## config.mk

```make
export PLATFORM = sky130hd
export DESIGN_NAME = mb_gates
export DESIGN_NICKNAME = d
export VERILOG_FILES = /design/src/rtl/mb_gates.sv
export SDC_FILE = /design/constraint.sdc
export NUM_CORES = 1
export LEC_CHECK = 0
export ABC_AREA = 1
export CAP_MARGIN = 20
export CORE_AREA = 2 2 41 51
export CTS_BUF_LIST = sky130_fd_sc_hd__clkbuf_8
export DETAILED_ROUTE_END_ITERATION = 10
export DIE_AREA = 0 0 43 53
export HOLD_SLACK_MARGIN = 0.02
export PLACE_DENSITY = 0.87
export SYNTH_ARGS = -nofsm -noshare
export SYNTH_HDL_FRONTEND = slang
export SYNTH_SLANG_ARGS = --single-unit
```

## constraint.sdc

```tcl
create_clock -name clk -period 0.8 [get_ports clk]
set_input_delay 0.08 -clock clk [delete_from_list [all_inputs] [get_ports clk]]
set_output_delay 0.08 -clock clk [all_outputs]
set_load 0.01 [all_outputs]
```

## src/rtl/mb_gates.sv

```systemverilog
// mb_gates: registered bitwise gate set (and/or/xor/not/nand/nor/xnor).
// Define MB_GATES_INPUT_REG_EN to add an input register stage (latency 2).
module mb_gates #(
    parameter int WIDTH = 3
) (
    input  logic             clk,
    input  logic             rst,
    input  logic [WIDTH-1:0] a,
    input  logic [WIDTH-1:0] b,
    output logic [WIDTH-1:0] oand,
    output logic [WIDTH-1:0] oor,
    output logic [WIDTH-1:0] oxor,
    output logic [WIDTH-1:0] onot,
    output logic [WIDTH-1:0] onand,
    output logic [WIDTH-1:0] onor,
    output logic [WIDTH-1:0] oxnor
);

    logic [WIDTH-1:0] a_s;
    logic [WIDTH-1:0] b_s;

`ifdef MB_GATES_INPUT_REG_EN
    always_ff @(posedge clk) begin
        if (rst) begin
            a_s <= '0;
            b_s <= '0;
        end else begin
            a_s <= a;
            b_s <= b;
        end
    end
`else
    assign a_s = a;
    assign b_s = b;
`endif

    // Reset forces zero even on the inverting outputs.
    always_ff @(posedge clk) begin
        if (rst) begin
            oand  <= '0;
            oor   <= '0;
            oxor  <= '0;
            onot  <= '0;
            onand <= '0;
            onor  <= '0;
            oxnor <= '0;
        end else begin
            oand  <= a_s & b_s;
            oor   <= a_s | b_s;
            oxor  <= a_s ^ b_s;
            onot  <= ~a_s;
            onand <= ~(a_s & b_s);
            onor  <= ~(a_s | b_s);
            oxnor <= ~(a_s ^ b_s);
        end
    end

endmodule

```

# Word-level counts from Yosys, hierarchy flattened
# Cells that the tools add are included.
dict set report totals {
  regBits 21
}
dict set report classes {
  n_bitwise 7
}
# op n
set ops {}
lappend ops {{$not 3->3} 4}
lappend ops {{$and 3x3->3} 1}
lappend ops {{$or 3x3->3} 1}
lappend ops {{$xor 3x3->3} 1}

# Logic depth before layout (Yosys ltp)
dict set report depth {
  ltp_word 2
  mapped_depth 4
  mapped_depth_nobuf 4
}

# Least setup slack after synthesis
# No wires, ideal clock.
dict set report synth_path {
  path_type {input-to-reg}
  start {input port a[0]}
  end {register oxor[0]}
  setup_time_ns 0.112
  t_arrival_ns 0.481
  required_ns 0.688
  slack_ns 0.207
  stages 4
  path_buffers 0
  cell_sequence {inv_1 -> ha_1 -> inv_1 -> nor2_1}
}
dict set report synth_via {
  elab_chain_len 1
}
# element line_no
set synth_rtl {}
lappend synth_rtl {{start: declaration} 8} ;# input logic [WIDTH-1:0] a,
lappend synth_rtl {{$xor 3x3->3} 50} ;# oxor <= a_s ^ b_s;
lappend synth_rtl {{end signal: assignment} 50}
lappend synth_rtl {{end: declaration} 12} ;# output logic [WIDTH-1:0] oxor,
# No other way between the ends.
# A chain may end at the register's enable or synchronous reset.

# Worst setup path after layout
dict set report layout_path {
  start {register onand[2]}
  end {output port onand[2]}
}
# element line_no
set layout_rtl {}
lappend layout_rtl {{start: declaration} 14} ;# output logic [WIDTH-1:0] onand,
lappend layout_rtl {{start signal: assignment} 52} ;# onand <= ~(a_s & b_s);
# No word-level cell between the ends.

==> flow_metrics.env <==
export IMPL_tightestPinTransition_ns=0.120
export IMPL_first_pass_iters=2
export IMPL_top_layer_used="met4"
export IMPL_drc=0
export IMPL_synth_area_leaders="dfxtp_1 58%, ha_1 21%, nor2_1 11%, inv_1 7.7%, buf_6 3.1%"
export IMPL_cpMaxStageDelayCell="dfxtp_1"
export IMPL_ys_async_sr_fraction_pct=0
export IMPL_clock_path_buffers=2
export IMPL_portBuffers=28
export IMPL_cts_tree="done"
export IMPL_ys_flop_type="dfxtp_1"
export IMPL_synth_edf_count=0
export IMPL_crit_fanout=1
export IMPL_intPower_uw=1600
export IMPL_grt_pass1_wl_mm=2.39
export IMPL_synth_area_leader_cell="dfxtp_1"
export IMPL_fmax_mhz=1270
export IMPL_post_route_cell_area_um2=1080
export IMPL_cts_sinks=21
export IMPL_crit_path_cell_trace="buf_2"
export IMPL_p_sw_uw=482
export IMPL_wire_per_inst_um=11.6
export IMPL_power_frac_comb_pct=14.2
export IMPL_cp_top_family="flip-flops"
export IMPL_n_antenna_cell=0
export IMPL_fillCellCount=135
export IMPL_synthCells=71
export IMPL_wl_mm=1.48
export IMPL_finalSetupTns_ns=0
export IMPL_area_growth_synth_to_final_pct=47.9
export IMPL_arrival_ns=0.70
export IMPL_ys_types=5
export IMPL_h_tree_depth=1
export IMPL_grt_pass1_vias=549
export IMPL_clk_pin_slew_ns=0.07
export IMPL_ir_drop_uv=985
export IMPL_setup_violations=0
export IMPL_synth_fp_nets=91
export IMPL_fin_nets=130
export IMPL_post_route_period_util_pct=98.1
export IMPL_syn_avg_cell_area_um2=10.3
export IMPL_clkPwrFrac_pct=31.6
export IMPL_wl_met3_um=107
export IMPL_cp_startpoint="onand[2]"
export IMPL_synth_seq_cells=21
export IMPL_fin_crit_ns=0.785
export IMPL_die_h_um=53
export IMPL_max_slew_margin_rel_pct=91.9
export IMPL_hold_path_class="in -> reg"
export IMPL_ios=29
export IMPL_final_layout_size_suffix_gt1_share_pct=39.4
export IMPL_cts_buffers=3
export IMPL_status="complete, no violations"
export IMPL_drt_met1_wl_um=552
export IMPL_slew_viol_final=0
export IMPL_finalHoldViolCount=0
export IMPL_dpl_hpwl_mm=1.12
export IMPL_yosys_top_cells_count="21 x dfxtp_1, 21 x nor2_1, 15 x inv_1"
export IMPL_vias=553
export IMPL_dp_cells=123
export IMPL_yosysSeqAreaShare_pct=57.7
export IMPL_p_leak_uw=0.000595
export IMPL_synth_cell_area_um2=728
export IMPL_place_area_um2=1070
export IMPL_cp_num_buf_inv=1
export IMPL_totalPowerFinal_uw=2080
export IMPL_netlist_area_leader_share_pct=57.7
export IMPL_initial_utilization_pct=40.8
export IMPL_p_sw_share_pct=23.1
export IMPL_worstSetupEndpointType="output port"
export IMPL_power_frac_seq_pct=54.3
export IMPL_cp_required_ns=0.72
export IMPL_hold_buffers=0
export IMPL_crit_type="reg -> out"
export IMPL_num_rows=17
export IMPL_ys_warn_count=0
export IMPL_fp_dieArea_um2=2280
export IMPL_fin_cells=128
export IMPL_finalWeightedCongestion=0.714
export IMPL_drv_cap=0
export IMPL_clockRootBuffer="clkbuf_8"
export IMPL_via_per_inst=4.32
export IMPL_die_w_um=43
export IMPL_antenna_left=0
export IMPL_grt_total_usage_pct=14.9
export IMPL_grt_max_degree=22
export IMPL_antenna_found_initial=0
export IMPL_p_per_area_nw_per_um2=1930
export IMPL_fp_coreArea_um2=1790
export IMPL_grt_overflow_total=0
export IMPL_drt_initial_drc_count=3
export IMPL_start_kind="register"
export IMPL_min_from="a[0]"
export IMPL_wl_met2_um=790
export IMPL_critPathMaxStageDelay_ns=0.32
-- metal layers --
metal | vias to the layer above | track usage [%]
met1 | 252 | 13.7
li1 | 274 | -
met2 | 23 | 29.0
met3 | 4 | 3.41
met5 | - | 0
met4 | 0 | 9.09
-- timing repair --
action                                  4_1_cts  5_1_grt
pin swaps                                     4        0
setup buffers                                 1        0
endpoints found under the setup margin       28       12
resized for setup                            93       12
-- through the flow --
| step | setup WS, ns | hold slack [ns] | util, % |
|---|---|---|---|
| floorplan | 0.207 | 0.151 | - |
| global placement | -0.317 | 0.762 | 60.2 |
| detailed placement | -0.368 | 0.776 | 60.2 |
| CTS | 0.00255 | 0.257 | 58.3 |
| global route | -0.00149 | 0.177 | 60.3 |
| finish | 0.0154 | 0.157 | 60.3 |
-- layout by cell type (no fill, tap or decap), types with 2 or more instances in the layout --
cell type / instances
nor2_1: 21
buf_2: 17
inv_1: 14
dfxtp_1: 14
ha_1: 10
dfxtp_2: 7
buf_4: 7
dlygate4sd2_1: 5
buf_6: 4
clkbuf_8: 3
inv_2: 2
ha_4: 2
-- cells by family after synthesis --
family / synth area share, %
DFF: 57.7
and+or+nand+nor: 10.8
adders and majority gates: 20.6
buffers and inverters: 10.8
-- worst min-delay path, cell delays in order --
cell and delay, ns:
dlymetal6s2s_1 0.12, buf_4 0.14, nor2_1 0.04
-- power groups by stage --
stage	Sequential, µW	Combinational (µW)	Clock, µW
floorplan	1180	85.4	0
global placement	1150	324	0
detailed placement	1150	338	0
CTS	1130	291	677
global route	1140	327	711
finish	1130	295	658
-- final cells by class --
type	count	area, µm²	area share [%]
Sequential cell	21	429	39.8
Timing Repair Buffer	36	269	25.0
Multi-Input combinational cell	33	254	23.6
Inverter	15	56.3	5.23
Clock buffer	3	41.3	3.83
Tap cell	19	23.8	2.21
Clock inverter	1	3.75	0.348
-- state kept, by name (all words and copies together) (netlist names) --
signal,count
oxor,3
oand,3
onot,3
onor,3
onand,3
oxnor,3
oor,3
-- path summary, 6_finish.rpt --
path / endpoint / cells past startpoint
worst max-delay path: onand[2] / 1
worst min-delay path: onot[0] / 3
Note: power is estimated with default switching activity, not from simulation.
